[src/rtl/qtree_mm_writer_if.sv]
// qtree_mm_writer_if: command channel into the MM writer and the registered
// write port it drives toward the lookup engine.
//   cmd_addr_i/cmd_data_i/cmd_valid_i : command from the config side
//   cmd_ready_o                       : command accepted when high with valid
//   mm_ctrl_addr_o/data_o/write_o     : single-cycle write strobe to the engine
// Modports: master = command source, slave = the writer.
interface qtree_mm_writer_if #(
   parameter int unsigned MM_ADDR_WIDTH = 8,
   parameter int unsigned MM_DATA_WIDTH = 128
);
   logic [MM_ADDR_WIDTH-1:0] cmd_addr_i;
   logic [MM_DATA_WIDTH-1:0] cmd_data_i;
   logic                     cmd_valid_i;
   logic                     cmd_ready_o;
   logic [MM_ADDR_WIDTH-1:0] mm_ctrl_addr_o;
   logic [MM_DATA_WIDTH-1:0] mm_ctrl_data_o;
   logic                     mm_ctrl_write_o;

   modport master (
      output cmd_addr_i, cmd_data_i, cmd_valid_i,
      input  cmd_ready_o, mm_ctrl_addr_o, mm_ctrl_data_o, mm_ctrl_write_o
   );

   modport slave (
      input  cmd_addr_i, cmd_data_i, cmd_valid_i,
      output cmd_ready_o, mm_ctrl_addr_o, mm_ctrl_data_o, mm_ctrl_write_o
   );
endinterface

[src/rtl/qtree_mm_writer.sv]
// qtree_mm_writer: buffers table-update commands in a small FIFO and issues
// them as registered single-cycle MM write strobes; on request, sweeps the
// whole MM address space with zero data after the queue has drained.
//   clk_i        : clock
//   rst_i        : asynchronous reset, active low
//   bus          : command handshake + MM write port (slave side)
//   clear_req_i  : one-cycle pulse requesting a zero sweep
//   pause_i      : hold off issuing writes; FIFO and sweep address hold
//   busy_o       : FIFO non-empty, sweep pending or sweeping
//   wr_cnt_o     : total strobes issued, wrapping
module qtree_mm_writer #(
   parameter int unsigned MM_ADDR_WIDTH = 8,
   parameter int unsigned MM_DATA_WIDTH = 128,
   parameter int unsigned FIFO_DEPTH    = 4,
   parameter int unsigned CNT_WIDTH     = 16
) (
   input  logic                 clk_i,
   input  logic                 rst_i,
   qtree_mm_writer_if.slave     bus,
   input  logic                 clear_req_i,
   input  logic                 pause_i,
   output logic                 busy_o,
   output logic [CNT_WIDTH-1:0] wr_cnt_o
);
   localparam int unsigned PTR_W = $clog2(FIFO_DEPTH);

   typedef enum logic {IDLE, CLEAR} state_t;
   state_t state, state_nxt;

   logic [MM_ADDR_WIDTH-1:0] fifo_addr [FIFO_DEPTH];
   logic [MM_DATA_WIDTH-1:0] fifo_data [FIFO_DEPTH];
   logic [PTR_W:0]           wr_ptr, rd_ptr;
   logic                     fifo_empty, fifo_full;
   logic                     push, pop, sweep_issue, sweep_last, clear_start;
   logic                     clear_pend, cmd_ready;
   logic [MM_ADDR_WIDTH-1:0] sweep_addr;
   logic [MM_ADDR_WIDTH-1:0] mm_addr;
   logic [MM_DATA_WIDTH-1:0] mm_data;
   logic                     mm_write;
   logic [CNT_WIDTH-1:0]     wr_cnt;

   // Pointers carry one extra wrap bit to tell full from empty.
   assign fifo_empty = (wr_ptr == rd_ptr);
   assign fifo_full  = (wr_ptr[PTR_W] != rd_ptr[PTR_W]) &&
                       (wr_ptr[PTR_W-1:0] == rd_ptr[PTR_W-1:0]);
   assign push       = bus.cmd_valid_i && cmd_ready;
   assign sweep_last = (sweep_addr == '1);

   // State register
   always_ff @(posedge clk_i or negedge rst_i) begin
      if (!rst_i) state <= IDLE;
      else        state <= state_nxt;
   end

   // Next-state logic
   always_comb begin
      state_nxt = state;
      unique case (state)
         IDLE:  if (clear_start)               state_nxt = CLEAR;
         CLEAR: if (sweep_issue && sweep_last) state_nxt = IDLE;
      endcase
   end

   // Per-state control outputs
   always_comb begin
      cmd_ready   = 1'b0;
      pop         = 1'b0;
      clear_start = 1'b0;
      sweep_issue = 1'b0;
      unique case (state)
         IDLE: begin
            cmd_ready   = !fifo_full && !clear_pend;
            pop         = !fifo_empty && !pause_i;
            // Sweep waits for the queue to drain.
            clear_start = clear_pend && fifo_empty;
         end
         CLEAR: sweep_issue = !pause_i;
      endcase
   end

   // Sweep request latch and sweep address
   always_ff @(posedge clk_i or negedge rst_i) begin
      if (!rst_i) begin
         clear_pend <= 1'b0;
         sweep_addr <= '0;
      end else begin
         if (clear_start)
            clear_pend <= 1'b0;
         else if (clear_req_i && state == IDLE)
            clear_pend <= 1'b1;

         if (clear_start)
            sweep_addr <= '0;
         else if (sweep_issue)
            sweep_addr <= sweep_addr + MM_ADDR_WIDTH'(1);
      end
   end

   // FIFO storage (no reset needed; pointers define validity)
   always_ff @(posedge clk_i) begin
      if (push) begin
         fifo_addr[wr_ptr[PTR_W-1:0]] <= bus.cmd_addr_i;
         fifo_data[wr_ptr[PTR_W-1:0]] <= bus.cmd_data_i;
      end
   end

   always_ff @(posedge clk_i or negedge rst_i) begin
      if (!rst_i) begin
         wr_ptr <= '0;
         rd_ptr <= '0;
      end else begin
         if (push) wr_ptr <= wr_ptr + (PTR_W+1)'(1);
         if (pop)  rd_ptr <= rd_ptr + (PTR_W+1)'(1);
      end
   end

   // Registered MM write port; address/data hold when no strobe.
   always_ff @(posedge clk_i or negedge rst_i) begin
      if (!rst_i) begin
         mm_write <= 1'b0;
         mm_addr  <= '0;
         mm_data  <= '0;
         wr_cnt   <= '0;
      end else begin
         mm_write <= pop || sweep_issue;
         if (pop) begin
            mm_addr <= fifo_addr[rd_ptr[PTR_W-1:0]];
            mm_data <= fifo_data[rd_ptr[PTR_W-1:0]];
         end else if (sweep_issue) begin
            mm_addr <= sweep_addr;
            mm_data <= '0;
         end
         if (mm_write) wr_cnt <= wr_cnt + CNT_WIDTH'(1);
      end
   end

   assign bus.cmd_ready_o     = cmd_ready;
   assign bus.mm_ctrl_addr_o  = mm_addr;
   assign bus.mm_ctrl_data_o  = mm_data;
   assign bus.mm_ctrl_write_o = mm_write;
   assign busy_o              = !fifo_empty || clear_pend || (state == CLEAR);
   assign wr_cnt_o            = wr_cnt;
endmodule

[src/flat_wrapper.sv]
// flat-port wrapper written by rule: the top's interface ports become plain ports
module qtree_mm_writer_flat 
#(
   parameter int unsigned MM_ADDR_WIDTH = 8,
   parameter int unsigned MM_DATA_WIDTH = 128,
   parameter int unsigned FIFO_DEPTH    = 4,
   parameter int unsigned CNT_WIDTH     = 16
)
  (clk_i, rst_i, clear_req_i, pause_i, busy_o, wr_cnt_o, bus_cmd_addr_i, bus_cmd_data_i, bus_cmd_valid_i, bus_cmd_ready_o, bus_mm_ctrl_addr_o, bus_mm_ctrl_data_o, bus_mm_ctrl_write_o);
  qtree_mm_writer_if #(.MM_ADDR_WIDTH(MM_ADDR_WIDTH), .MM_DATA_WIDTH(MM_DATA_WIDTH)) bus_i ();
  input  logic clk_i;
  input  logic rst_i;
  input  logic clear_req_i;
  input  logic pause_i;
  output logic busy_o;
  output logic [CNT_WIDTH-1:0] wr_cnt_o;
  input wire logic [$bits(bus_i.cmd_addr_i)-1:0] bus_cmd_addr_i;
  input wire logic [$bits(bus_i.cmd_data_i)-1:0] bus_cmd_data_i;
  input wire logic [$bits(bus_i.cmd_valid_i)-1:0] bus_cmd_valid_i;
  output wire logic [$bits(bus_i.cmd_ready_o)-1:0] bus_cmd_ready_o;
  output wire logic [$bits(bus_i.mm_ctrl_addr_o)-1:0] bus_mm_ctrl_addr_o;
  output wire logic [$bits(bus_i.mm_ctrl_data_o)-1:0] bus_mm_ctrl_data_o;
  output wire logic [$bits(bus_i.mm_ctrl_write_o)-1:0] bus_mm_ctrl_write_o;
  assign bus_i.cmd_addr_i = bus_cmd_addr_i;
  assign bus_i.cmd_data_i = bus_cmd_data_i;
  assign bus_i.cmd_valid_i = bus_cmd_valid_i;
  assign bus_cmd_ready_o = bus_i.cmd_ready_o;
  assign bus_mm_ctrl_addr_o = bus_i.mm_ctrl_addr_o;
  assign bus_mm_ctrl_data_o = bus_i.mm_ctrl_data_o;
  assign bus_mm_ctrl_write_o = bus_i.mm_ctrl_write_o;
  qtree_mm_writer #(.MM_ADDR_WIDTH(MM_ADDR_WIDTH), .MM_DATA_WIDTH(MM_DATA_WIDTH), .FIFO_DEPTH(FIFO_DEPTH), .CNT_WIDTH(CNT_WIDTH)) u_core (.clk_i(clk_i), .rst_i(rst_i), .bus(bus_i), .clear_req_i(clear_req_i), .pause_i(pause_i), .busy_o(busy_o), .wr_cnt_o(wr_cnt_o));
endmodule
[config.mk]
export PLATFORM = sky130hd
export DESIGN_NAME = qtree_mm_writer_flat
export DESIGN_NICKNAME = d
export VERILOG_FILES = /design/src/rtl/qtree_mm_writer_if.sv /design/src/rtl/qtree_mm_writer.sv /design/src/flat_wrapper.sv
export SDC_FILE = /design/constraint.sdc
export NUM_CORES = 1
export LEC_CHECK = 0
export ABC_CLOCK_PERIOD_IN_PS = 5900
export CORE_MARGIN = 10
export CORE_UTILIZATION = 55
export CTS_CLUSTER_DIAMETER = 150
export CTS_CLUSTER_SIZE = 24
export DETAILED_ROUTE_END_ITERATION = 10
export PLACE_DENSITY = 0.8
export SLEW_MARGIN = 15
export SYNTH_ARGS = -nofsm -noshare
export SYNTH_HDL_FRONTEND = slang
export SYNTH_SLANG_ARGS = --single-unit
[constraint.sdc]
create_clock -name clk_i -period 5.9 [get_ports clk_i]
set_clock_uncertainty 0.15 [all_clocks]
set_input_delay 1.77 -clock clk_i [delete_from_list [all_inputs] [get_ports clk_i]]
set_output_delay 1.77 -clock clk_i [all_outputs]
set_load 0.02 [all_outputs]
==> flow_summary.yaml <==
clock_network:
  cts_setup_buffers: 0
  tritoncts: "done"
  numClockSinks: 713
  clkLatencyLatePin_ps: 560
  clockRootBuffer: "clkbuf_16"
  post_cts_resized: 0
  clockBufferDepth: 3
  cts_made_buffers: 35
  htreeDepth: 2
  clk_pin_slew_ps: 100
  ctsHoldBuffers: 0
logic_synthesis:
  synth_area_leaders: "edfxtp_1 63%, dfrtp_1 16%, mux4_2 12%"
  synth_nets: 1320
  ys_ff_latch: 713
  synthCells: 1172
  synth.distinct_cells: 36
  yosysWarnings: 0
  yosysSeqAreaShare_pct: 79.0
  syn_area_per_cell_um2: 22.2
  yosys.area.top_type: "edfxtp_1"
  synth_top_area_share_pct: 62.8
  syn_area_um2: 26000
sta:
  worst_slack_ps: 1130
  worstMarginPinSlew_ps: 1130
  finalCriticalPeriod_ps: 4770
  slew_viol_final: 0
  max_freq_mhz: 210
  rsz0062_at_grt: "no"
  finalCritPeriodShare_pct: 80.8
  slew_headroom_pct: 24.7
  hold_violations: 0
  setup_viol: 0
  tns_ps: 0
critical_path:
  crit_arrival_ps: 2850
  critPathMaxFanout: 46
  r2r_end: "u_core.bus.mm_ctrl_data_o[71]"
  worstSetupStartpointType: "flop"
  worstPathRequired_ps: 3980
  path_class: "flop to output port"
  worst-r2r-setup-slack_ps: 2360
  reg2reg_from: "u_core.rd_ptr[1]"
  crit_start: "u_core.rd_ptr[1]"
  rr_worst_depth: 5
  end_kind: "output port"
pwr:
  p_leak_nw: 10.5
  pwr_density_cell_nw_per_um2: 398
  ir_drop_v: 0.000341
global_route:
  grt_use_total_pct: 19.2
  overflow: 0
  grt_start_max_net_pins: 101
  antenna_found_initial: 9
  first_global_vias: 13113
  grt_first_pass_wirelength_um: 82700
cells_and_area:
  final_cell_mix: "544 x edfxtp_1, 294 x clkdlybuf4s50_1, 167 x dfrtp_1"
  fin_nets: 1609
  syn_to_final_growth_pct: 18.0
  layout-drive-gt1-share_pct: 14.1
  layout_commonest_cell: "edfxtp_1"
detailed_routing:
  wl_um: 54300
  drc: 0
  drtPass1Iterations: 5
  drtIter0Drc: 1150
  viasPerCell: 5.95
  wl_per_cell_um: 25.9
  detail-route-antenna-nets: 0
  via_count: 12493
hold_path:
  min_path_cells: 1
  min_path_type: "flop to flop"
  whs_endpoint: "u_core.wr_cnt_o[15]"
  min-delay-start: "u_core.wr_cnt_o[15]"
placed_design:
  dp_slack_ps: 1620
  place_congestion: 0.796
  port_buffers: 295
  hpwl_um: 33100
flow_run:
  maxCapViolCount: 0
die:
  initial_core_util_pct: 55.8
  die_h_um: 238
  io_pins: 296
  core_region_area_um2: 46700
  num_rows: 79
  die_area_um2: 56400
  die_x_um: 238
outcome:
  status: "finished clean"
==> critical path, stage by stage (launching register included) <==
cell,delay (ps)
dfrtp_4,910
xnor2_2,260
nand3b_1,210
and2_1,220
clkdlybuf4s50_1,680
==> synthesized netlist by cell type <==
master    count
a21oi_1       9
nor3b_2       1
xnor2_1      17
a22o_1      128
nand2_1      15
nor2_1       12
nor2b_1       1
mux2_1        1
ha_1          7
o21ai_0       2
nor3_1        3
nand4_1       9
and3_1        6
and2_1        1
inv_1         5
buf_6        11
xnor2_2       3
a311oi_2      1
dfrtp_1     169
nand3b_1      2
nand2b_1      1
xor2_1        8
clkbuf_1     17
buf_2        30
o21bai_1      1
mux2_2        2
o21ai_2       1
edfxtp_1    544
o22ai_1      16
clkinv_1      2
mux4_2      136
and4_1        1
buf_4         3
nand3_1       5
nand3_2       1
a31o_2        1
==> per-layer routing <==
layer / vias up / GRT usage [%] / share of wire (%)
li1: 5412 / - / -
met1: 6601 / 26.1 / 41
met2: 405 / 31.4 / 51
met5: - / 1.04 / 0.094
met3: 67 / 3.77 / 6.4
met4: 8 / 5.11 / 1.9
==> per-stage QoR <==
step	std cells	hold slack (ps)	instance area (um^2)	util (%)	total power, mW
6_report	2099	336	30700	65.8	12.2
5_1_grt	2099	368	30700	65.8	12.7
4_1_cts	2094	342	30700	65.8	12.3
3_5_place_dp	2031	318	29700	63.6	9.70
3_3_place_gp	2031	310	29700	63.6	9.64
2_1_floorplan	1172	325	26000	-	8.39
==> worst max path at each step <==
stage | end | slack, ps | cells past startpoint
6_report | bus_cmd_ready_o | 1130 | 4
5_1_grt | bus_cmd_ready_o | 1000 | 4
4_1_cts | bus_cmd_ready_o | 1070 | 4
3_5_place_dp | u_core.bus.mm_ctrl_data_o[71] | 1620 | 5
3_3_place_gp | u_core.fifo_data[3][78] | 1660 | 4
2_1_floorplan | u_core.fifo_addr[0][0] | 290 | 1
==> logic make-up (layout without fill, tap and decap cells) <==
family	after synthesis	count (layout)	share of synthesized area (%)
xor gates and xnor gates	28	28	1.03
buffers and inverters	68	383	1.49
other	0	5	0
and+or+nand+nor	58	58	1.15
AOI/OAI and AO/OA	159	159	5.06
muxes	139	139	11.9
DFF	713	713	79.0
adders and majority gates	7	7	0.337
==> where the power goes <==
part,total [mW],switching [mW],leakage (nW),internal [mW]
registers,6.20,0.398,7.16,5.81
logic,3.35,1.63,2.84,1.72
clock network,2.65,1.46,0.490,1.19
total,12.2,3.49,10.5,8.71
==> registers in the layout, summed over array words and instances, names as in the netlist <==
| register | cells |
|---|---|
| u_core.wr_cnt_o | 16 |
| u_core.state | 1 |
| u_core.fifo_data | 512 |
| u_core.fifo_addr | 32 |
| u_core.bus.mm_ctrl_write_o | 1 |
| u_core.bus.mm_ctrl_data_o | 128 |
| u_core.sweep_addr | 8 |
| u_core.wr_ptr | 3 |
| u_core.rd_ptr | 3 |
| u_core.bus.mm_ctrl_addr_o | 8 |
| u_core.clear_pend | 1 |
==> final cells by class <==
type	instances	area [um^2]
antenna	5	12.5
clock buffer	62	1020
clock inverter	1	8.76
fill	3030	16000
inverter	7	31.3
multi-input combinational	391	5100
sequential	713	20600
tap	607	759
timing repair buffer	313	3190
Power figures use the tool's default switching activity.
